`src/rtl/bist_pattern_gen_if.sv`:
```
// Pattern/response handshake between the BIST engine and the circuit under test.
// The master drives patterns and the slave returns a 1-bit response to each one.
interface bist_pattern_gen_if #(
    parameter int unsigned WIDTH = 8
);
    logic [WIDTH-1:0] pat_out;
    logic             pat_valid;
    logic             pat_ready;
    logic             resp_in;

    modport master (
        output pat_out,
        output pat_valid,
        input  pat_ready,
        input  resp_in
    );

    modport slave (
        input  pat_out,
        input  pat_valid,
        output pat_ready,
        output resp_in
    );
endinterface

```
`src/rtl/bist_pattern_gen.sv`:
```
// BIST pattern source (counter or LFSR) and 16-bit serial signature compactor.
// Optional macro BIST_ALL_ZERO_EN turns LFSR mode into a de Bruijn sequence that includes the all-zero pattern.
module bist_pattern_gen #(
    parameter int unsigned     WIDTH        = 8,
    parameter int unsigned     NUM_PATTERNS = 256,
    parameter logic [WIDTH-1:0] SEED        = WIDTH'(8'h01),
    parameter logic [WIDTH-1:0] TAPS        = WIDTH'(8'hB8)
) (
    input  logic                      clk,
    input  logic                      rst_n,
    input  logic                      start_i,
    input  logic                      mode_i,
    bist_pattern_gen_if.master        bus,
    output logic                      busy_o,
    output logic                      done_o,
    output logic [15:0]               signature_o
);

    localparam int unsigned SIG_W = 16;
    localparam int unsigned CNT_W = 16;

    localparam logic [SIG_W-1:0] POLY     = 16'h1021;
    localparam logic [CNT_W-1:0] LAST_CNT = CNT_W'(NUM_PATTERNS - 1);
    // An all-zero seed would lock the LFSR, so it is replaced by 1.
    localparam logic [WIDTH-1:0] SEED_EFF = (SEED == '0) ? WIDTH'(1) : SEED;

    localparam logic [1:0] ST_IDLE = 2'd0;
    localparam logic [1:0] ST_RUN  = 2'd1;
    localparam logic [1:0] ST_DONE = 2'd2;

    logic [1:0]       state_q, state_d;
    logic             mode_q, mode_d;
    logic [WIDTH-1:0] pat_q, pat_d;
    logic             valid_q, valid_d;
    logic             busy_q, busy_d;
    logic             done_q, done_d;
    logic [SIG_W-1:0] sig_q, sig_d;
    logic [CNT_W-1:0] cnt_q, cnt_d;

    logic fire_c;
    logic zero_fix_c;
    logic lfsr_fb_c;
    logic sig_fb_c;

    assign fire_c = valid_q & bus.pat_ready;

`ifdef BIST_ALL_ZERO_EN
    // Splices 0..0 in between 10..0 and 0..01 to extend the period to 2^WIDTH.
    assign zero_fix_c = (pat_q[WIDTH-2:0] == '0);
`else
    assign zero_fix_c = 1'b0;
`endif

    assign lfsr_fb_c = (^(pat_q & TAPS)) ^ zero_fix_c;
    assign sig_fb_c  = sig_q[SIG_W-1] ^ bus.resp_in;

    // Next-state and registered-output logic.
    always_comb begin
        state_d = state_q;
        mode_d  = mode_q;
        pat_d   = pat_q;
        valid_d = valid_q;
        busy_d  = busy_q;
        done_d  = done_q;
        sig_d   = sig_q;
        cnt_d   = cnt_q;

        case (state_q)
            ST_IDLE, ST_DONE: begin
                if (start_i) begin
                    state_d = ST_RUN;
                    mode_d  = mode_i;
                    pat_d   = mode_i ? SEED_EFF : '0;
                    valid_d = 1'b1;
                    busy_d  = 1'b1;
                    done_d  = 1'b0;
                    sig_d   = '0;
                    cnt_d   = '0;
                end
            end
            ST_RUN: begin
                if (fire_c) begin
                    sig_d = {sig_q[SIG_W-2:0], 1'b0} ^ (sig_fb_c ? POLY : '0);
                    cnt_d = cnt_q + CNT_W'(1);
                    pat_d = mode_q ? {pat_q[WIDTH-2:0], lfsr_fb_c}
                                   : pat_q + WIDTH'(1);
                    if (cnt_q == LAST_CNT) begin
                        state_d = ST_DONE;
                        valid_d = 1'b0;
                        busy_d  = 1'b0;
                        done_d  = 1'b1;
                    end
                end
            end
            default: begin
                state_d = ST_IDLE;
                valid_d = 1'b0;
                busy_d  = 1'b0;
                done_d  = 1'b0;
            end
        endcase
    end

    always_ff @(posedge clk or negedge rst_n) begin
        if (!rst_n) begin
            state_q <= ST_IDLE;
            mode_q  <= 1'b0;
            pat_q   <= '0;
            valid_q <= 1'b0;
            busy_q  <= 1'b0;
            done_q  <= 1'b0;
            sig_q   <= '0;
            cnt_q   <= '0;
        end else begin
            state_q <= state_d;
            mode_q  <= mode_d;
            pat_q   <= pat_d;
            valid_q <= valid_d;
            busy_q  <= busy_d;
            done_q  <= done_d;
            sig_q   <= sig_d;
            cnt_q   <= cnt_d;
        end
    end

    assign bus.pat_out   = pat_q;
    assign bus.pat_valid = valid_q;
    assign busy_o        = busy_q;
    assign done_o        = done_q;
    assign signature_o   = sig_q;

endmodule

```
`src/flat_wrapper.sv`:
```
// flat-port wrapper written by rule: the top's interface ports become plain ports
module bist_pattern_gen_flat 
#(
    parameter int unsigned     WIDTH        = 8,
    parameter int unsigned     NUM_PATTERNS = 256,
    parameter logic [WIDTH-1:0] SEED        = WIDTH'(8'h01),
    parameter logic [WIDTH-1:0] TAPS        = WIDTH'(8'hB8)
)
  (clk, rst_n, start_i, mode_i, busy_o, done_o, signature_o, bus_pat_out, bus_pat_valid, bus_pat_ready, bus_resp_in);
  bist_pattern_gen_if #(.WIDTH(WIDTH)) bus_i ();
  input  logic clk;
  input  logic rst_n;
  input  logic start_i;
  input  logic mode_i;
  output logic busy_o;
  output logic done_o;
  output logic [15:0] signature_o;
  output wire logic [$bits(bus_i.pat_out)-1:0] bus_pat_out;
  output wire logic [$bits(bus_i.pat_valid)-1:0] bus_pat_valid;
  input wire logic [$bits(bus_i.pat_ready)-1:0] bus_pat_ready;
  input wire logic [$bits(bus_i.resp_in)-1:0] bus_resp_in;
  assign bus_pat_out = bus_i.pat_out;
  assign bus_pat_valid = bus_i.pat_valid;
  assign bus_i.pat_ready = bus_pat_ready;
  assign bus_i.resp_in = bus_resp_in;
  bist_pattern_gen #(.WIDTH(WIDTH), .NUM_PATTERNS(NUM_PATTERNS), .SEED(SEED), .TAPS(TAPS)) u_core (.clk(clk), .rst_n(rst_n), .start_i(start_i), .mode_i(mode_i), .bus(bus_i), .busy_o(busy_o), .done_o(done_o), .signature_o(signature_o));
endmodule
```
`config.mk`:
```
export PLATFORM = sky130hd
export DESIGN_NAME = bist_pattern_gen_flat
export DESIGN_NICKNAME = d
export VERILOG_FILES = /design/src/rtl/bist_pattern_gen_if.sv /design/src/rtl/bist_pattern_gen.sv /design/src/flat_wrapper.sv
export SDC_FILE = /design/constraint.sdc
export NUM_CORES = 1
export LEC_CHECK = 0
export ABC_AREA = 1
export BUFFER_PORTS_ARGS = -buffer_cell sky130_fd_sc_hd__buf_4
export CELL_PAD_IN_SITES_DETAIL_PLACEMENT = 0
export CELL_PAD_IN_SITES_GLOBAL_PLACEMENT = 2
export CORE_MARGIN = 2
export CORE_UTILIZATION = 33
export CTS_CLUSTER_DIAMETER = 200
export DETAILED_ROUTE_END_ITERATION = 8
export HOLD_SLACK_MARGIN = 0.1
export PLACE_DENSITY_LB_ADDON = 0.1
export SYNTH_ARGS = -nofsm -noshare
export SYNTH_HDL_FRONTEND = slang
export SYNTH_SLANG_ARGS = --single-unit
```
`constraint.sdc`:
```
create_clock -name clk -period 1.5 [get_ports clk]
set_input_delay 0.075 -clock clk [delete_from_list [all_inputs] [get_ports clk]]
set_output_delay 0.075 -clock clk [all_outputs]
set_load 0.02 [all_outputs]
```
# Yosys cells after proc, flatten, opt, wreduce, memory -nomap -nowiden
# Index checks and enable logic that the tools add are counted.
dict set report word_totals {
  in_bits 6
  wordCells 48
  output_inout_bits 27
  ff_bits 45
}
dict set report classes {
  n_bitwise 3
  add_sub_neg 2
  n_eq_ne 6
  reduce_logical 7
  mux 23
}
# operator n
set ops {}
lappend ops {{$pmux W16 S2} 2}
lappend ops {{$mux W16} 3}
lappend ops {{$mux W8} 3}
lappend ops {{$add A16 B1 Y16 const B} 1}
lappend ops {{$eq A16 B8 Y1 const B} 1}
lappend ops {{$pmux W8 S2} 1}
lappend ops {{$xor A16 B16 Y16} 1}
lappend ops {{$mux W13} 1}
lappend ops {{$add A8 B1 Y8 const B} 1}
lappend ops {{$reduce_xor A8 Y1} 1}
lappend ops {{$mux W1} 7}
lappend ops {{$mux W2} 3}
lappend ops {{$reduce_and A3 Y1} 2}
lappend ops {{$ne A2 B1 Y1 const B} 2}
lappend ops {{$pmux W1 S2} 2}
lappend ops {{$pmux W2 S2} 1}
lappend ops {{$eq A2 B1 Y1 const B} 1}
lappend ops {{$eq A2 B2 Y1 const B} 1}
lappend ops {{$logic_not A2 Y1} 1}
lappend ops {{$ne A2 B2 Y1 const B} 1}
lappend ops {{$reduce_and A2 Y1} 1}
lappend ops {{$reduce_bool A2 Y1} 1}
lappend ops {{$reduce_or A2 Y1} 1}
lappend ops {{$and A1 B1 Y1} 1}
lappend ops {{$xor A1 B1 Y1} 1}

# Logic depth before layout (Yosys ltp)
# Gate-level depths: netlist (run 1).
dict set report logic_depth {
  depth_word 5
  mapped_depth 9
  ltp_nobuf 8
}

# Worst setup path before layout (run 1)
# No wires, ideal clock.
dict set report synth_timing {
  kind {register to register}
  startpoint {register u_core.cnt_q[0]}
  endpoint {register u_core.valid_q (netlist: u_core.bus.pat_valid)}
  period_less_slack_ps 1346
  required_ps 1380
  path_buffers 0
  setup_time_ps 120
  path_stages_with_launch 9
  slack_ps 154
  t_arrival_ps 1226
  path_cell_list {dfrtp_1 > ha_1 > inv_1 > nor2_1 > nand2_1 > o21bai_1 > nand2_1 > nand2_1 > nand2_1}
}
dict set report synth_between {
  elab_chain_len 3
}
# item line
set synth_lines {}
lappend synth_lines {{from (decl)} bist_pattern_gen.sv:38} ;# logic [CNT_W-1:0] cnt_q, cnt_d;
lappend synth_lines {{from (signal assigned)} bist_pattern_gen.sv:122} ;# cnt_q <= cnt_d;
lappend synth_lines {{$eq A16 B8 Y1} bist_pattern_gen.sv:87} ;# if (cnt_q == LAST_CNT) begin
lappend synth_lines {{$ne A2 B1 Y1 (no source line)} -}
lappend synth_lines {{$reduce_and A3 Y1 (no source line)} -}
lappend synth_lines {{to (signal assigned)} bist_pattern_gen.sv:118} ;# valid_q <= valid_d;
lappend synth_lines {{to (decl)} bist_pattern_gen.sv:34} ;# logic valid_q, valid_d;
# Every way passes these cells.
# A chain may end at the register's enable or synchronous reset.

# Final worst setup path (run 1)
dict set report layout_timing {
  startpoint {register u_core.cnt_q[0]}
  endpoint {register u_core.cnt_q[15]}
}
dict set report layout_between {
  elab_chain_len 3
}
# item line
set layout_lines {}
lappend layout_lines {{$add A16 B1 Y16} bist_pattern_gen.sv:84} ;# cnt_d = cnt_q + CNT_W'(1);
lappend layout_lines {{$mux W16} bist_pattern_gen.sv:82} ;# if (fire_c) begin
lappend layout_lines {{$pmux W16 S2} bist_pattern_gen.sv:68} ;# case (state_q)
# Every way passes these cells. The select of a mux whose other input is x is not followed.

==> results of run 1 <==
[state kept, by name, indices dropped and copies added (netlist names)]
name / cells
u_core.cnt_q: 16
u_core.signature_o: 16
u_core.bus.pat_out: 8
u_core.bus.pat_valid: 1
u_core.done_o: 1
u_core.mode_q: 1
u_core.state_q: 1
[cells in the final DEF, fill, tap and decap left out, types with 9 or more instances in the layout]
cell / instances
a21oi_1: 19
nand3_1: 15
nand2_1: 74
nor2_1: 29
nand4_1: 9
o21ai_0: 15
o22ai_1: 15
inv_1: 39
dfrtp_1: 44
buf_4: 50
[worst max-delay path by stage]
stage | from | endpoint | slack, ns
after floorplan | u_core.cnt_q[0]$_DFFE_PN0P_ | u_core.bus.pat_valid$_DFFE_PN0P_ | 0.15
final | u_core.cnt_q[0]$_DFFE_PN0P_ | u_core.cnt_q[15]$_DFFE_PN0P_ | 0.11
after global placement | u_core.cnt_q[0]$_DFFE_PN0P_ | u_core.bus.pat_valid$_DFFE_PN0P_ | 0.06
after CTS | u_core.cnt_q[0]$_DFFE_PN0P_ | u_core.bus.pat_valid$_DFFE_PN0P_ | 0.04
after detailed placement | u_core.cnt_q[0]$_DFFE_PN0P_ | u_core.bus.pat_valid$_DFFE_PN0P_ | 0.05
after global routing | u_core.cnt_q[0]$_DFFE_PN0P_ | u_core.cnt_q[9]$_DFFE_PN0P_ | -0.005
[per-layer routing]
metal	vias to the layer above	wire, um	GRT usage [%]
li1	1070	-	-
met2	38	2510	24.0
met1	952	3040	23.7
met4	0	54	4.20
met3	5	200	3.20
met5	-	0	0
[worst min-delay path, delay by kind of cell]
kind | cells | cell delay, ns
xor gates and xnor gates | 1 | 0.12
buffers and inverters | 1 | 0.09
AOI/OAI and AO/OA | 1 | 0.16
[per-stage QoR]
stage | std cells | TNS [ns] | util [%] | power, mW | hold slack (ns)
final | 445 | 0 | 43.0 | 4.15 | 0.189
after global routing | 445 | -0.00739 | 43.0 | 4.45 | 0.188
after global placement | 430 | 0 | 40.1 | 3.18 | 0.129
after floorplan | 298 | 0 | - | 2.61 | -0.221
after detailed placement | 430 | 0 | 40.1 | 3.18 | 0.132
after CTS | 441 | 0 | 42.3 | 4.17 | 0.180
[cell families after synthesis]
family | Yosys count | synth area share, %
simple gates | 137 | 25.5
compound gates | 55 | 13.0
buf+inv | 51 | 9.57
flops | 44 | 47.3
xor+xnor | 7 | 2.63
fa+ha+maj | 3 | 1.61
mux | 1 | 0.430
[repair_timing]
item,4_1_cts,5_1_grt
buffers inserted,0,4
gates resized for setup,0,4
hold buffers,3,0
endpoints found under the hold margin,47,0
endpoints found under the setup margin,0,13
[area by class of cell]
cell class | instances | area, sq um | share of cell area [%]
clock buffers | 5 | 68.8 | 2.36
clock inverters | 3 | 46.3 | 1.59
inverters | 40 | 150 | 5.14
multi-input cells | 203 | 1020 | 34.8
flip-flops and latches | 44 | 1100 | 37.7
well taps | 96 | 120 | 4.11
repair buffers | 54 | 417 | 14.3
[where the power goes]
part           internal, mW  switching [mW]
registers              1.47           0.295
logic                 0.608           0.813
clock network         0.503           0.457
==> impl_metrics.ini, run 1 <==
[sta]
relSlewSlack_pct = 60.4
finalMaxSlewViolations = 0
fmax_mhz = 720
worst_slack_ns = 0.111
hold_viol = 0
finalSetupViolCount = 0
period_needed_ns = 1.39
rsz0062_at_grt = true
finalClockSkew_ns = 0.00786
tightest_slew_ns = 0.593
fin_crit_sh_pct = 92.6

[synth]
seq_area_frac_synth_pct = 47.3
syn_nets = 307
netlist_top_cells_count = 74 x nand2_1, 44 x dfrtp_1, 39 x inv_1, 29 x nor2_1, 19 x a21oi_1
synth_top_area_cell = dfrtp_1
postSynthCellCount = 298
async_reset_ff_share_pct = 100
ys.flop_type = dfrtp_1
yosys_warnings = 0
ys_ff_latch = 44
synth_top_area_share_pct = 47.3
synth_edf_count = 0
syn_area_sq_um = 2330
synth_area_leaders = dfrtp_1 47%, nand2_1 12%, inv_1 6.3%
ys_types = 27
yosysMostFrequentCell = nand2_1
syn_area_per_cell_sq_um = 7.81

[setup_path]
path_max_fanout = 3
worst-setup-path-type = reg -> reg
arrival_ns = 1.58
critPathBufInv = 2
regToRegSetupSlack_ns = 0.11
r2r_start = u_core.cnt_q[0]$_DFFE_PN0P_
critical_path_required_ns = 1.69
cp.depth = 7
cpPeakStageDelay_ns = 0.40
start_kind = flip-flop
path_cells = buf_4 > nand3_1 > buf_4 > nor2_1 > nand3_1 > nand4_1 > nand2_1
timing.rr.end = u_core.cnt_q[15]$_DFFE_PN0P_
end_kind = flip-flop
critical-path-top-delay-family = simple AND/OR/NAND/NOR gates
cp_slowest_cell = dfrtp_1
reg2reg_depth = 7

[finish]
nNetsFinal = 357
n_fill_cell = 708
synthToLayoutAreaGrowth_pct = 25.4
fin_area_sq_um = 2920
antenna_cells = 0
drive_gt1_share_pct = 19.5

[power_and_ir_drop]
vdd_ir_drop_max_uv = 683
powerDensity_nw_per_um2 = 1420
power.leakage_nw = 1.44

[routing]
drt.antenna.violating_nets = 0
wl_per_cell_um = 13.0
wl_um = 5800
drt-initial-drc-count = 123
drc = 0
vias = 2065
viasPerCell = 4.64
dr.pass1.iters = 4

[placement]
numPortBuffers = 32
pre_cts_slack_ns = 0.0532
dp_hpwl_um = 4200
postPlaceCellArea_sq_um = 2730
gp_congestion = 0.749

[global_routing]
grt_pass1_wl_um = 9520
grt_max_degree = 45
grt-ovfl-total = 0
track_usage_pct = 16.1
antenna_found_initial = 0
grt_pass1_vias = 1932

[floorplanning]
die_w_um = 88.0
io_pins = 33
dieArea_sq_um = 7740
die_h_um = 88.0
start_util_pct = 34.3
core_region_area_sq_um = 6790
rows = 30

[min_path]
hold_class = in -> reg
hold_end = u_core.signature_o[0]$_DFFE_PN0P_
min-delay-start = bus_resp_in
hold_depth = 3

[clock_network]
cts_buffer_depth = 2
cts_inserted_buffers = 5
cts_tree = done
path_clk_slew_ns = 0.09
cts_sinks = 44
insertion_delay_ns = 0.30
cts_root_buffer = clkbuf_8
h-tree-depth = 2

[run_status]
status = completed

[flow_run]
drv_cap = 0
Power figures use the tool's default switching activity.
==> inputs of run 2 (changes only) <==
--- a/config.mk
+++ b/config.mk
@@ -5,12 +5,11 @@
 export SDC_FILE = /design/constraint.sdc
 export NUM_CORES = 1
 export LEC_CHECK = 0
-export ABC_AREA = 1
 export BUFFER_PORTS_ARGS = -buffer_cell sky130_fd_sc_hd__buf_4
 export CELL_PAD_IN_SITES_DETAIL_PLACEMENT = 0
 export CELL_PAD_IN_SITES_GLOBAL_PLACEMENT = 2
 export CORE_MARGIN = 2
-export CORE_UTILIZATION = 33
+export CORE_UTILIZATION = 34
 export CTS_CLUSTER_DIAMETER = 200
 export DETAILED_ROUTE_END_ITERATION = 8
 export HOLD_SLACK_MARGIN = 0.1
==> run 2 against run 1 <==
The flow now finishes with violations (negative setup slack). Global-route usage is essentially flat. Register-to-register slack lost 0.15 ns. Critical path depth down 3. Clock power increased by 2%. Die area decreased by 7.9%. Clock-buffer cell count up 1. Final cell count fell by 15%. Critical path type unchanged. Maximum frequency decreased by 9.8%.
==> impl_metrics.ini, run 2 <==
[run_status]
status = finished, violations left
failed_checks = negative setup slack

[routing]
drt.antenna.violating_nets = 0
vias = 1940
dr.pass1.iters = 4
wl_per_cell_um = 14.6
drt-initial-drc-count = 92
viasPerCell = 5.13
wl_um = 5520
drc = 0

[power_and_ir_drop]
vdd_ir_drop_max_uv = 712
comb_power_share_pct = 39.2
p_switching_mw = 1.71
switching_share_pct = 37.6
p_int_mw = 2.85
power.leakage_nw = 1.38
pwr-share-clk_pct = 21.4
p_seq_share_pct = 39.4
powerDensity_nw_per_um2 = 1550
power.total_mw = 4.56

[synth]
syn_area_sq_um = 2200
yosys.area_share.simple_pct = 26.8
synth_fa_ha_area_share_pct = 1.71
synth_xor_area_share_pct = 5.18
muxShareOfSynthArea_pct = 0.455
netlist_top_cells_count = 46 x nand2_1, 44 x dfrtp_1, 27 x nand3_1, 20 x o21ai_0, 12 x nor2_1
synth_top_area_cell = dfrtp_1
ys_types = 40
synth_top_area_share_pct = 50.1
postSynthCellCount = 238
ys.flop_type = dfrtp_1
synth_edf_count = 0
ys_ff_latch = 44
synth_compound_area_share_pct = 12.3
seq_area_frac_synth_pct = 50.1
syn_area_per_cell_sq_um = 9.24
synth_top_family_by_area = simple AND/OR/NAND/NOR gates
yosys_warnings = 0
syn_nets = 247
synth_area_leaders = dfrtp_1 50%, nand2_1 7.8%, nand3_1 6.1%
yosysMostFrequentCell = nand2_1
async_reset_ff_share_pct = 100

[floorplanning]
die_w_um = 84.4
core_region_area_sq_um = 6310
start_util_pct = 34.8
io_pins = 33
rows = 29
dieArea_sq_um = 7130
die_h_um = 84.4

[finish]
multi_input_area_sq_um = 1070
nNetsFinal = 309
seqCellArea_sq_um = 1100
synthToLayoutAreaGrowth_pct = 33.5
utilization_pct = 46.5
layout_commonest_cell = buf_4
antenna_cells = 0
n_fill_cell = 642
fin_cells = 378
mostFrequentLayoutCells = 65 x buf_4, 46 x nand2_1, 42 x dfrtp_1
drive_gt1_share_pct = 29.6

[sta]
finalMaxSlewViolations = 0
hold_slack_ns = 0.103
relSlewSlack_pct = 61.4
worst_slack_ns = -0.0392
fin_crit_sh_pct = 103
hold_viol = 0
rsz0062_at_grt = true
tightest_slew_ns = 0.579
fmax_mhz = 650
finalClockSkew_ns = 0.0134
finalSetupViolCount = 1
period_needed_ns = 1.54

[placement]
numPortBuffers = 32
dp_hpwl_um = 3770
dpl.cell_count = 365
gp_congestion = 0.795

[global_routing]
track_usage_pct = 16.1
antenna_found_initial = 0
grt_max_degree = 45
grt_pass1_vias = 1917
grt_pass1_wl_um = 9270
grt-ovfl-total = 0

[setup_path]
reg2reg_depth = 4
critical_path_required_ns = 1.73
path_max_fanout = 4
worst-setup-path-type = reg -> reg
timing.rr.end = u_core.cnt_q[11]$_DFFE_PN0P_
start_kind = flip-flop
r2r_start = u_core.state_q[0]$_DFFE_PN0P_
end_kind = flip-flop
regToRegSetupSlack_ns = -0.04
arrival_ns = 1.77

[flow_run]
drv_cap = 0

[clock_network]
h-tree-depth = 2
cts_root_buffer = clkbuf_8
cts_sinks = 44
cts_tree = done
insertion_delay_ns = 0.30
cts_inserted_buffers = 5
cts_buffer_depth = 2
path_clk_slew_ns = 0.09

[min_path]
hold_end = u_core.signature_o[0]$_DFFE_PN0P_
hold_depth = 4
min-delay-start = bus_resp_in
hold_class = in -> reg
run 2: worst max-delay path, stage by stage, from the launching register on:
cell and delay, ns:
dfrtp_1 0.43, nand2b_4 0.17, a2111oi_4 0.34, or3b_1 0.40, a21oi_2 0.12
run 2: cell type report:
type / instances / area share (%)
Clock buffer: 6 / 2.81
Clock inverter: 2 / 1.32
Inverter: 4 / 0.511
Multi-Input combinational cell: 176 / 36.5
Sequential cell: 44 / 37.6
Tap cell: 77 / 3.28
Timing Repair Buffer: 69 / 18.0
run 2: power by group through the flow:
stage | clock, mW | combinational, mW | sequential, mW
final | 0.975 | 1.79 | 1.80
after global routing | 1.06 | 1.98 | 1.85
after CTS | 1.01 | 1.81 | 1.80
after detailed placement | 0 | 1.78 | 1.82
after global placement | 0 | 1.78 | 1.82
after floorplan | 0 | 0.663 | 2.12
run 2: per-layer routing:
| layer | GRT usage [%] | vias to the layer above | routed length (um) |
|---|---|---|---|
| met5 | 0 | - | 0 |
| met4 | 5.34 | 0 | 65 |
| met3 | 3.24 | 4 | 194 |
| met2 | 25.9 | 34 | 2560 |
| met1 | 21.9 | 933 | 2700 |
| li1 | - | 969 | - |
run 2: through the flow:
step	worst slack (ns)	setup TNS, ns	instance area, sq um
2_1_floorplan	-0.0440	-0.0440	2220
3_3_place_gp	-0.0764	-0.190	2730
3_5_place_dp	-0.0910	-0.257	2730
4_1_cts	-0.0292	-0.0364	2920
5_1_grt	-0.127	-0.365	2940
6_report	-0.0392	-0.0392	2940
run 2: worst max path at each step:
stage                     depth (start not counted)                            to                           from
final                                             4  u_core.cnt_q[11]$_DFFE_PN0P_  u_core.state_q[0]$_DFFE_PN0P_
after global placement                            4  u_core.cnt_q[15]$_DFFE_PN0P_  u_core.state_q[0]$_DFFE_PN0P_
after CTS                                         4  u_core.cnt_q[11]$_DFFE_PN0P_  u_core.state_q[0]$_DFFE_PN0P_
after detailed placement                          4  u_core.cnt_q[15]$_DFFE_PN0P_      u_core.done_o$_DFFE_PN0P_
after floorplan                                   4  u_core.cnt_q[11]$_DFFE_PN0P_      u_core.done_o$_DFFE_PN0P_
after global routing                              4  u_core.cnt_q[11]$_DFFE_PN0P_      u_core.done_o$_DFFE_PN0P_
run 2: kinds of logic after synthesis:
| group | count (synthesis) |
|---|---|
| adder cells (fa/ha/maj) | 3 |
| AO/OA/AOI/OAI | 41 |
| buffers and inverters | 18 |
| flip-flops | 44 |
| AND/OR/NAND/NOR | 118 |
| multiplexers | 1 |
| XOR/XNOR | 13 |
run 2: repair_timing:
action / in CTS / in global routing
setup endpoints to repair: 11 / 12
resized for setup: 4 / 8
pin swaps: 7 / 4
hold endpoints to repair: 47 / 0
hold buffers: 3 / 0
setup buffers: 2 / 1
==> inputs of run 3 (changes only) <==
==> constraint.sdc (replaced) <==
create_clock -name clk -period 1.7 [get_ports clk]
set_input_delay 0.085 -clock clk [delete_from_list [all_inputs] [get_ports clk]]
set_output_delay 0.085 -clock clk [all_outputs]
set_load 0.02 [all_outputs]
==> run 3 against run 2 <==
The flow now finishes without violations. Final area fell by 8.9%. First-iteration DRC count is 50% lower. Non-clock buffer count is 22 lower. Clock skew shrank 0.0086 ns. Core utilization shrank 4.1 points. Worst hold slack improved by 0.020 ns. Critical path depth is the same. Power is 20% lower. Via count is 6.0% lower. Register-to-register slack better by 0.13 ns. Combinational power is 23% lower. Largest power group unchanged. Highest routed layer unchanged.
==> impl_metrics.ini, run 3 (synthesized netlist as in run 2, its figures left out) <==
[routing]
drt.antenna.violating_nets = 0
wl_um = 5100
viasPerCell = 5.14
dr.pass1.iters = 4
wl_per_cell_um = 14.4
drt-initial-drc-count = 46
drc = 0
vias = 1824

[floorplanning]
rows = 29
io_pins = 33
start_util_pct = 34.8
core_region_area_sq_um = 6310
die_h_um = 84.4
dieArea_sq_um = 7130
die_w_um = 84.4

[clock_network]
cts_root_buffer = clkbuf_8
postCtsSetupBuffers = 0
path_clk_slew_ns = 0.08
cts_tree = done
h-tree-depth = 2
cts_sinks = 44
cts_inserted_buffers = 5
cts_buffer_depth = 2
insertion_delay_ns = 0.29

[sta]
fin_crit_sh_pct = 94.4
hold_viol = 0
tns_ns = 0
rsz0062_at_grt = false
tightest_slew_ns = 0.583
finalSetupViolCount = 0
finalClockSkew_ns = 0.00483
relSlewSlack_pct = 61.1
period_needed_ns = 1.60
fmax_mhz = 623
finalMaxSlewViolations = 0

[setup_path]
cp_slowest_cell = dfrtp_1
start_kind = flip-flop
critical_path_required_ns = 1.93
worst-setup-path-type = reg -> reg
arrival_ns = 1.83
path_cells = nand4b_4 > a2111oi_4 > or3b_1 > a21oi_1
path_max_fanout = 5
end_kind = flip-flop
cpPeakStageDelay_ns = 0.43

[finish]
synthToLayoutAreaGrowth_pct = 21.6
antenna_cells = 0
layout_commonest_cell = nand2_1
utilization_pct = 42.4
drive_gt1_share_pct = 19.4
nNetsFinal = 287
mostFrequentLayoutCells = 46 x nand2_1, 44 x buf_4, 43 x dfrtp_1

[global_routing]
track_usage_pct = 15.5
grt_pass1_wl_um = 8910
grt_max_degree = 45
antenna_found_initial = 0
grt_pass1_vias = 1762
grt-ovfl-total = 0

[placement]
gp_congestion = 0.802
dp_hpwl_um = 3430
numPortBuffers = 32

[power_and_ir_drop]
powerDensity_nw_per_um2 = 1370
power.leakage_nw = 1.24
vdd_ir_drop_max_uv = 668

[run_status]
status = completed

[flow_run]
drv_cap = 0

[min_path]
hold_class = in -> reg
## run 3: changes by cell type in the layout (fill, tap and decap cells not counted), sizes merged
cell    change
bufinv      -1
buf        -22
## run 3: layout make-up
| type | instances | area [sq um] |
|---|---|---|
| fill | 667 | 3640 |
| sequential | 44 | 1100 |
| multi-input combinational | 176 | 1020 |
| timing repair buffer | 47 | 360 |
| tap | 77 | 96.3 |
| clock buffer | 6 | 72.6 |
| inverter | 4 | 15.0 |
| clock inverter | 1 | 5.00 |
## run 3: critical path, delay by kind of cell, from the launching register on
kind	cells	cell delay [ns]
compound gates	2	0.52
flops	1	0.43
simple gates	2	0.59
## run 3: timing repair
item	4_1_cts	5_1_grt
endpoints found under the hold margin	47	0
setup endpoints to repair	0	4
hold buffers	3	0
gates resized for setup	0	1
## run 3: routing by layer
metal,global-route usage [%],wire length [um],vias to the layer above,share of wire (%)
met5,0,0,-,0
met4,4.76,64,0,1.3
met3,3.64,195,6,3.8
met2,23.0,2150,30,42
met1,22.4,2690,862,53
li1,-,-,926,-
## run 3: power by group
group	total, mW	internal, mW	switching, mW
registers	1.65	1.32	0.329
logic	1.37	0.611	0.760
clock network	0.634	0.280	0.354
## run 3: worst paths after layout
path / startpoint / endpoint / slack [ns] / cells after the start
setup / recovery: u_core.done_o$_DFFE_PN0P_ / u_core.cnt_q[11]$_DFFE_PN0P_ / 0.1 / 4
hold / removal: bus_resp_in / u_core.signature_o[0]$_DFFE_PN0P_ / 0.12 / 4
setup reg to reg: u_core.done_o$_DFFE_PN0P_ / u_core.cnt_q[11]$_DFFE_PN0P_ / 0.1 / 4
hold reg to reg: u_core.signature_o[2]$_DFFE_PN0P_ / u_core.signature_o[3]$_DFFE_PN0P_ / 0.50 / 2
max in group asynchronous: rst_n / u_core.state_q[0]$_DFFE_PN0P_ / 0.95 / 2
min in group asynchronous: rst_n / u_core.cnt_q[15]$_DFFE_PN0P_ / 0.32 / 2
## run 3: through the flow
| step | std cells | total power [mW] | area, sq um | worst slack [ns] | hold WS (ns) |
|---|---|---|---|---|---|
| 6_report | 355 | 3.66 | 2680 | 0.0957 | 0.123 |
| 3_5_place_dp | 345 | 3.05 | 2570 | 0.0924 | 0.129 |
| 2_1_floorplan | 238 | 2.45 | 2200 | 0.0345 | -0.211 |
| 4_1_cts | 355 | 3.71 | 2670 | 0.0734 | 0.124 |
| 5_1_grt | 355 | 3.94 | 2680 | 0.00348 | 0.149 |
| 3_3_place_gp | 345 | 3.06 | 2570 | 0.109 | 0.135 |
